### config.mk
export PLATFORM = sky130hd
export DESIGN_NAME = affine_seq
export DESIGN_NICKNAME = d
export VERILOG_FILES = /design/src/rtl/affine_seq.sv
export SDC_FILE = /design/constraint.sdc
export NUM_CORES = 1
export LEC_CHECK = 0
export ABC_AREA = 1
export BUFFER_PORTS_ARGS = -buffer_cell sky130_fd_sc_hd__buf_4
export CAP_MARGIN = 20
export CELL_PAD_IN_SITES_DETAIL_PLACEMENT = 0
export CELL_PAD_IN_SITES_GLOBAL_PLACEMENT = 1
export CORE_ASPECT_RATIO = 1.75
export CORE_MARGIN = 3
export CORE_UTILIZATION = 39
export CTS_CLUSTER_SIZE = 10
export DETAILED_ROUTE_END_ITERATION = 8
export PLACE_DENSITY_LB_ADDON = 0.2
export SYNTH_ARGS = -nofsm -noshare
export SYNTH_HDL_FRONTEND = slang
export SYNTH_SLANG_ARGS = --single-unit
### constraint.sdc
create_clock -name clk -period 2.54 [get_ports clk]
set_input_delay 0 -clock clk [delete_from_list [all_inputs] [get_ports clk]]
set_output_delay 0 -clock clk [all_outputs]
set_load 0.01 [all_outputs]
### src/rtl/affine_seq.sv
// Forward S-box affine sequencer: time-shares a single-bit affine unit over
// eight issue cycles and assembles the returned bits into one output byte.
module affine_seq #(
  parameter int UNIT_LATENCY = 1,
  parameter int IDX_W        = 3
) (
  input  logic             clk,
  input  logic             rst_n,
  input  logic             in_valid,
  output logic             in_ready,
  input  logic [7:0]       in_data,
  output logic [IDX_W-1:0] unit_idx,
  output logic [7:0]       unit_data,
  input  logic             unit_bit,
  output logic             out_valid,
  input  logic             out_ready,
  output logic [7:0]       out_data,
  output logic             busy
);
  typedef enum logic [1:0] {IDLE, ISSUE, DRAIN, DONE} state_t;

  localparam logic [IDX_W-1:0] LAST_IDX = IDX_W'(7);

  state_t                             r_state, w_state_nxt;
  logic [IDX_W-1:0]                   r_idx;
  logic [7:0]                         r_data, r_collect, r_out;
  logic [UNIT_LATENCY-1:0]            r_tag_vld;
  logic [UNIT_LATENCY-1:0][IDX_W-1:0] r_tag_idx;

  logic             w_accept, w_issue, w_cap, w_last_cap;
  logic [IDX_W-1:0] w_cap_idx;
  logic [7:0]       w_collect_nxt;

  assign w_issue    = (r_state == ISSUE);
  assign busy       = (r_state == ISSUE) || (r_state == DRAIN);
  assign out_valid  = (r_state == DONE);
  assign w_accept   = in_valid && in_ready;
  // The oldest tag names the bit the unit is returning this cycle.
  assign w_cap      = r_tag_vld[UNIT_LATENCY-1] && busy;
  assign w_cap_idx  = r_tag_idx[UNIT_LATENCY-1];
  assign w_last_cap = w_cap && (w_cap_idx == LAST_IDX);

  assign unit_idx  = r_idx;
  assign unit_data = r_data;
  assign out_data  = r_out;

  always_comb begin
    w_collect_nxt = r_collect;
    if (w_cap) w_collect_nxt[w_cap_idx] = unit_bit;
  end

  always_ff @(posedge clk or negedge rst_n) begin
    if (!rst_n) r_state <= IDLE;
    else        r_state <= w_state_nxt;
  end

  always_comb begin
    w_state_nxt = r_state;
    in_ready    = 1'b0;
    case (r_state)
      IDLE: begin
        in_ready = 1'b1;
        if (in_valid) w_state_nxt = ISSUE;
      end
      ISSUE: if (r_idx == LAST_IDX) w_state_nxt = DRAIN;
      DRAIN: if (w_last_cap) w_state_nxt = DONE;
      DONE: begin
        // Result leaving and a new byte arriving can share one cycle.
        in_ready = out_ready;
        if (out_ready) w_state_nxt = in_valid ? ISSUE : IDLE;
      end
      default: w_state_nxt = IDLE;
    endcase
  end

  always_ff @(posedge clk or negedge rst_n) begin
    if (!rst_n) begin
      r_idx     <= '0;
      r_data    <= '0;
      r_collect <= '0;
      r_out     <= '0;
    end else begin
      r_collect <= w_collect_nxt;
      if (w_accept) begin
        r_data    <= in_data;
        r_collect <= '0;
        r_idx     <= '0;
      end else if (w_issue && (r_idx != LAST_IDX)) begin
        r_idx <= r_idx + 1'b1;
      end else if ((r_state == DONE) && out_ready) begin
        r_idx <= '0;
      end
      if ((r_state == DRAIN) && w_last_cap) r_out <= w_collect_nxt;
    end
  end

  always_ff @(posedge clk or negedge rst_n) begin
    if (!rst_n) begin
      r_tag_vld <= '0;
      r_tag_idx <= '0;
    end else begin
      r_tag_vld[0] <= w_issue;
      r_tag_idx[0] <= r_idx;
      for (int i = 1; i < UNIT_LATENCY; i++) begin
        r_tag_vld[i] <= r_tag_vld[i-1];
        r_tag_idx[i] <= r_tag_idx[i-1];
      end
    end
  end
endmodule
Word level (Yosys, flattened, before mapping)
Index checks and enable logic that the tools add are counted.
{ "word_totals": {"reg_bits": 33, "latchBits": 0, "mem_bits_rw": 0, "mem_bits_ro": 0, "memories": 0} }
{ "op_classes": {"n_addsub": 1, "multipliers": 0, "div_mod_pow": 0, "magnitude_cmp": 2, "n_eq_ne": 10, "shifts": 0, "mux": 15, "bitwise": 0, "n_reduce_logical": 11} }
{ "op_table": {"columns": ["op", "n"], "rows": [
  ["$mux W8", 2],
  ["$mux W3", 3],
  ["$bwmux W8", 1],
  ["$mux W2", 4],
  ["$pmux W2 S4", 1],
  ["$logic_and A1 B1 Y1", 7],
  ["$eq A3 B3 Y1 const B", 2],
  ["$eq A2 B2 Y1 const B", 2],
  ["$lt A3 B4 Y1 const B", 1],
  ["$ne A2 B1 Y1 const B", 2],
  ["$ne A2 B2 Y1 const B", 2],
  ["$reduce_and A4 Y1", 1],
  ["$add A3 B1 Y3 const B", 1],
  ["$demux W1 S3", 1],
  ["$ge A3 B1 Y1 const B", 1],
  ["$ne A3 B3 Y1 const B", 1],
  ["$reduce_bool A3 Y1", 1],
  ["$eq A2 B1 Y1 const B", 1],
  ["$logic_not A2 Y1", 1],
  ["$mux W1", 2],
  ["$pmux W1 S2", 1],
  ["$logic_or A1 B1 Y1", 1]
]} }

Longest topological paths before layout
Gate-level depths: netlist of the first run.
{ "logic_depth": {"word_depth": 7, "mapped_depth": 9} }

Worst setup path before layout of the first run
OpenSTA, ideal clock, no wires.
{ "synth_timing": {"path_type": "reg-to-reg", "from": "reg r_state[0]", "to": "reg r_state[1]", "setup_ns": 0.117, "arrival_time_ns": 1.404, "slack_ns": 1.020, "path_stages_with_launch": 8, "path_buffers": 0, "period_less_slack_ns": 1.520, "path_cell_list": "dfrtp_1 > inv_1 > ha_1 > nand2_2 > o21bai_1 > nand2_1 > nand2_1 > nand2_1"} }
{ "synth_via": {"elab_chain_cells": 6} }
{ "synth_lines": {"columns": ["item", "line_no", "rtl"], "rows": [
  ["start: declaration", "24", "state_t r_state, w_state_nxt;"],
  ["start signal: assignment", "54", "else r_state <= w_state_nxt;"],
  ["$eq A2 B1 Y1 or $eq A2 B2 Y1 (tied branches)", "35", "assign busy = (r_state == ISSUE) || (r_state == DRAIN);"],
  ["$logic_or A1 B1 Y1 (*)", "35", null],
  ["net busy", "18", "output logic busy"],
  ["$logic_and A1 B1 Y1 (*)", "39", "assign w_cap = r_tag_vld[UNIT_LATENCY-1] && busy;"],
  ["$logic_and A1 B1 Y1 (*)", "41", "assign w_last_cap = w_cap && (w_cap_idx == LAST_IDX);"],
  ["$ne A2 B2 Y1 (no source line) (*)", null, null],
  ["$reduce_and A4 Y1 (no source line) (*)", null, null]
]} }
The timed path passes the listed nets; every way through them passes the cells marked *.
A chain may end at the register's enable or synchronous reset.

Final worst setup path of the first run
{ "layout_timing": {"from": "reg r_state[0]", "to": "reg r_data[2], in the netlist unit_data[2]"} }
{ "layout_via": {"elab_chain_cells": 3} }
{ "layout_lines": {"columns": ["item", "line_no", "rtl"], "rows": [
  ["$eq A2 B2 Y1 or $logic_not A2 Y1 (tied branches)", "60", "case (r_state)"],
  ["$pmux W1 S2 (*)", "60", null],
  ["$logic_and A1 B1 Y1 (*)", "37", "assign w_accept = in_valid && in_ready;"],
  ["end signal: assignment", "85", "r_data <= in_data;"],
  ["end: declaration", "26", "logic [7:0] r_data, r_collect, r_out;"]
]} }
Mark *: on every way between the ends. The rest lies on a longest branch, timed or not.

==> impl_metrics.tcl, run 1 <==
set metrics [dict create \
    final_cell_area_um2 2020 \
    floorplan.die.height_um 88.9 \
    synth-seq-cells 32 \
    drive_above_1_share_pct 21.5 \
    remaining_drc_errors 0 \
    unrepaired_setup_endpoints_after_global_routing "false" \
    top_level_ports 35 \
    via_count_of_the_first_global_routing_pass 1292 \
    mostFrequentLayoutCells "nand2_1, buf_4, dfrtp_1, inv_1, nand3_1" \
    cts_root_buffer "clkbuf_8" \
    max-clock-path-buffers 2 \
    worst-slew-pin-transition_ns 0.394 \
    fin_setup_tns_ns 0 \
    numCtsBuffers 5 \
    maxSlewHeadroom_pct 73.8 \
    cts.sink_count 32 \
    timing.fmax_mhz 568 \
    floorplan.die.width_um 53.4 \
    detail_route.wirelength_um 3200 \
    clock_latency_at_the_later_pin_of_the_worst_skew_pair_ns 0.28 \
    drt_first_iter_violations 13 \
    cp_max_fo 15 \
    p_leak_nw 1.10 \
    ff2ff_path_depth 7 \
    syn-num-nets 207 \
    post-cts-setup-buffers 0 \
    initial_utilization_pct 41.4 \
    crit_end_category "flop" \
    critical-path-slowest-cell "dfrtp_1" \
    fillCellCount 354 \
    final-setup-viol-count 0 \
    holdPathStages 3 \
    timing.clock.skew_ns 0.00331 \
    area_growth_pct 31.6 \
    area_of_combinational_cells_with_multiple_inputs_um2 624 \
    share_of_the_yosys_chip_area_belonging_to_registers_pct 52.3 \
    vias 1311 \
    core-area_um2 3700 \
    final-seq-area_um2 801 \
    synth.lib_cells_used.distinct 17 \
    diodes 0 \
    layoutNonFillerInstCount 283 \
    drv_slew 0 \
    worst-endpoint-required_ns 2.76 \
    postSynthCellCount 188 \
    place.detailed.hpwl_um 2380 \
    count_of_standard_cell_rows 29 \
    cp_cell_sequence "inv_1, ha_1, inv_1, nand3_2, inv_2, nand2_1, nand2_1" \
    grt_pass1_wl_um 5430 \
    placedCellCount 266 \
    timing.hold.worst.class "in -> reg" \
    postLayoutSetupSlackWorst_ns 0.780 \
    cap_viol_max_count 0 \
    drt_pre_antenna_iters 4 \
    layout_min_cycle_time_ns 1.76 \
    number_of_antenna_violations_at_the_first_check_in_global_routing 0 \
    post_drt_wl_per_cell_um 11.3 \
    power_density_over_cell_area_nw_per_um2 1050 \
    layout.nets 255 \
    post-place-ws_ns 0.760 \
    floorplan.die_area_um2 4740 \
    crit_type "reg -> reg" \
    gp_routability_congestion 0.881 \
    post_synth.cell_area_avg_um2 8.15 \
    tritoncts "built" \
    path_buf_inv 3 \
    placement.cell_area_um2 1830 \
    startpoint_type "flop" \
    yosys_warnings 0 \
    worst_ir_drop_vdd_mv 0.655 \
    crit_cells 7 \
    cts.clk_slew.worst_paths_ns 0.07 \
    design_power_total_w 0.00212 \
    timing_hold_violations_final 0 \
    grt_start_max_net_pins 33 \
    status "complete, no violations" \
    grt_remaining_overflow 0 \
    critical_path.top_delay_family "buffers and inverters" \
    worstPathArrival_ns 1.98 \
    synth_area_um2 1530 \
    drtAntennaViolNets 0 \
    drt-vias-per-instance 4.63 \
    period_share_pct 69.3 \
    port_buffers 34 \
    layout_commonest_cell "nand2_1" \
    grt_util_all_layers_pct 15.8 \
    critPathMaxStageDelay_ns 0.41 \
    ctsHtreeMaxLevel 2 \
]
## Yosys cell counts
cell / n / area, um^2
nand2_1: 77 / 289
dfrtp_1: 32 / 801
inv_1: 23 / 86.3
nand3_1: 23 / 115
nor2_1: 11 / 41.3
ha_1: 6 / 75.1
o21bai_1: 3 / 22.5
nand2_2: 2 / 12.5
nand3_2: 2 / 20.0
nor2_2: 2 / 12.5
buf_2: 1 / 5.00
buf_4: 1 / 7.51
clkinv_1: 1 / 3.75
inv_2: 1 / 3.75
nor2_4: 1 / 11.3
nor3_4: 1 / 16.3
o21ai_2: 1 / 8.76
## per-stage QoR
step,hold slack [ns],utilization (%)
2_1_floorplan,-0.296,-
3_3_place_gp,-0.0419,49.5
3_5_place_dp,-0.0364,49.5
4_1_cts,0.0810,54.5
5_1_grt,0.0991,54.5
6_report,0.0815,54.5
## registers in the layout, indices dropped and copies added (netlist names)
name and cells:
r_collect 7, out_data 8, r_tag_vld 1, unit_data 8
r_tag_idx 3, r_state 2, unit_idx 3
## area by class of cell
cell class / instances / share of cell area [%]
sequential: 32 / 39.7
multi-input combinational: 129 / 31.0
timing repair buffer: 43 / 17.1
inverter: 25 / 4.66
clock buffer: 7 / 4.28
tap: 46 / 2.86
clock inverter: 1 / 0.372
## metal layers
metal	track usage, %	routed length [um]	part of all wire [%]	vias up
met5	0	0	0	-
met4	7.44	68	2.1	0
met3	4.17	125	3.9	6
met2	28.5	1770	55	25
met1	16.2	1240	39	607
li1	-	-	-	673
## cells by family after synthesis
kind of cell	synth area share, %
AOI/OAI and AO/OA	2.04
adders and majority gates	4.90
buffers and inverters	6.94
DFF	52.3
and+or+nand+nor	33.8
## repair_timing
item / 4_1_cts / 5_1_grt
hold buffers: 9 / 0
resized for setup: 0 / 0
setup endpoints to repair: 0 / 0
hold endpoints to repair: 40 / 0
## power breakdown
group | leakage, nW | internal (W) | total (W) | switching (W)
Sequential | 0.381 | 0.000682 | 0.000806 | 0.000125
Clock | 0.0445 | 0.000220 | 0.000399 | 0.000180
Combinational | 0.675 | 0.000368 | 0.000911 | 0.000543
Total | 1.10 | 0.00127 | 0.00212 | 0.000847
## tightest hold or removal path: stages
cell      delay (ns)
buf_4           0.11
clkinv_1        0.14
o21ai_2         0.08
## worst paths after layout
check	startpoint	end	slack [ns]
max	r_state[0]	unit_data[2]	0.78
min	unit_bit	out_data[7]	0.08
max reg2reg	r_state[0]	unit_data[2]	0.78
min reg2reg	unit_idx[2]	r_tag_idx[2]	0.44
max in group asynchronous	rst_n	r_state[0]	2.07
min in group asynchronous	rst_n	out_data[3]	0.19
Power figures use the tool's default switching activity.
==> run 2: changes to the inputs <==
- CORE_UTILIZATION: 39 -> 35
- clock period: 2.54 -> 1.6 ns (I/O delays scaled with it)
==> run 2 against run 1 <==
  * Wire length up 6.7%
  * First-iteration DRC count up 23%
  * Total power up 75%
  * Critical path depth up 1
  * Largest power group unchanged
  * Largest cell class unchanged
  * Critical endpoint is now out_data[6]
  * Clock skew up 0.0033 ns
  * Hold slack better by 0.00070 ns
==> impl_metrics.tcl, run 2 (synthesized netlist as in run 1, its figures left out) <==
set metrics [dict create \
    layout_min_cycle_time_ns 1.46 \
    worst-slew-pin-transition_ns 0.404 \
    timing_hold_violations_final 0 \
    global_route_layer_with_the_greatest_usage "met2" \
    drt_pre_antenna_iters 4 \
    worst_ir_drop_vdd_mv 1.13 \
    diodes 0 \
    cts_root_buffer "clkbuf_8" \
    fin_setup_tns_ns 0 \
    worstPathArrival_ns 1.68 \
    cp_max_fo 8 \
    timing.clock.skew_ns 0.00665 \
    met3_usage_pct 3.04 \
    critical_path.top_delay_family "simple AND/OR/NAND/NOR gates" \
    vias 1318 \
    gr-usage-met1_pct 16.5 \
    final-setup-viol-count 0 \
    drt_first_iter_violations 16 \
    drv_slew 0 \
    count_of_standard_cell_rows 31 \
    fillCellCount 438 \
    layout.nets 261 \
    port_buffers 34 \
    mostFrequentLayoutCells "nand2_1, buf_4, dfrtp_1, inv_1, nand3_1" \
    crit_end_category "flop" \
    floorplan.die.height_um 93.5 \
    grt_remaining_overflow 0 \
    drtAntennaViolNets 0 \
    final-seq-area_um2 801 \
    ctsHtreeMaxLevel 2 \
    startpoint_type "flop" \
    floorplan.die.width_um 56.0 \
    critical-path-slowest-cell "dfrtp_1" \
    p_leak_nw 1.14 \
    drt-vias-per-instance 4.51 \
    clock_latency_at_the_later_pin_of_the_worst_skew_pair_ns 0.28 \
    number_of_antenna_violations_at_the_first_check_in_global_routing 0 \
    crit_type "reg -> reg" \
    place.detailed.hpwl_um 2490 \
    status "complete, no violations" \
    critPathMaxStageDelay_ns 0.35 \
    area_of_combinational_cells_with_multiple_inputs_um2 637 \
    max-clock-path-buffers 2 \
    cts.sink_count 32 \
    period_share_pct 91.0 \
    initial_utilization_pct 36.6 \
    timing.hold.worst.class "in -> reg" \
    grt_start_max_net_pins 33 \
    grt_pass1_wl_um 6090 \
    grt_util_all_layers_pct 14.9 \
    cp_cell_sequence "inv_1, ha_4, nand2_2, nor2_4, nand2_1, nand2_1, nand3_1, nand2_1" \
    detail_route.wirelength_um 3410 \
    gp_routability_congestion 0.780 \
    power_density_over_cell_area_nw_per_um2 1760 \
    post_drt_wl_per_cell_um 11.7 \
    maxSlewHeadroom_pct 73.0 \
    drive_above_1_share_pct 23.9 \
    globalRouteMet2Util_pct 26.3 \
    layout_commonest_cell "nand2_1" \
    area_growth_pct 36.9 \
    cap_viol_max_count 0 \
    remaining_drc_errors 0 \
    timing.fmax_mhz 687 \
    core-area_um2 4190 \
    via_count_of_the_first_global_routing_pass 1394 \
    top_level_ports 35 \
    floorplan.die_area_um2 5240 \
    worst-endpoint-required_ns 1.82 \
    path_buf_inv 1 \
    tritoncts "built" \
    critPathMostFrequentCell "nand2_1" \
    numCtsBuffers 5 \
    hold-worst-slack_ns 0.0822 \
    cts.clk_slew.worst_paths_ns 0.07 \
]
[run 2: changes by cell type in the layout (fill, tap and decap cells not counted), sizes merged]
cell	previous run	this run
buf	34	40
bufinv	0	1
clkbuf	7	6
clkinv	1	2
clkinvlp	1	0
[run 2: path summary, 6_finish.rpt]
kind | start | to | slack (ns) | depth (start not counted)
min reg2reg | unit_idx[2] | r_tag_idx[2] | 0.44 | 0
min in group asynchronous | rst_n | out_data[5] | 0.19 | 2
min | unit_bit | out_data[7] | 0.08 | 3
max | r_state[0] | out_data[6] | 0.14 | 8
max reg2reg | r_state[0] | out_data[6] | 0.14 | 8
max in group asynchronous | rst_n | unit_idx[0] | 1.11 | 2
[run 2: cell type report]
cell class	instances	share of cell area, %
Inverter	25	4.59
Sequential cell	32	38.2
Clock inverter	2	1.67
Tap cell	49	2.92
Multi-Input combinational cell	129	30.4
Timing Repair Buffer	49	18.8
Clock buffer	6	3.46
[run 2: timing repair]
action	in CTS	in global routing
hold buffers	9	0
hold endpoints to repair	40	0
setup buffers	0	0
resized for setup	0	4
setup endpoints to repair	0	16
[run 2: stage by stage]
stage | std cells | setup WS, ns | util, % | cell area, um^2 | power [W]
2_1_floorplan | 188 | 0.0797 | - | 1530 | 0.00222
3_3_place_gp | 275 | 0.160 | 44.9 | 1880 | 0.00285
3_5_place_dp | 275 | 0.0980 | 44.9 | 1880 | 0.00289
4_1_cts | 292 | 0.0817 | 49.6 | 2080 | 0.00369
5_1_grt | 292 | -0.00240 | 50.1 | 2100 | 0.00405
6_report | 292 | 0.144 | 50.1 | 2100 | 0.00370
[run 2: layer usage]
metal | wire [um] | part of all wire [%]
met2 | 1930 | 56
met1 | 1320 | 39
met3 | 105 | 3.1
met4 | 59 | 1.7
met5 | 0 | 0
[run 2: worst min-delay path: stages]
cell and delay (ns):
buf_4 0.11, clkinv_1 0.14, o21ai_2 0.08
[run 2: where the power goes]
group / leakage, nW / internal (W) / switching [W]
Clock: 0.0552 / 0.000462 / 0.000291
Combinational: 0.705 / 0.000735 / 0.000945
Sequential: 0.381 / 0.00108 / 0.000181
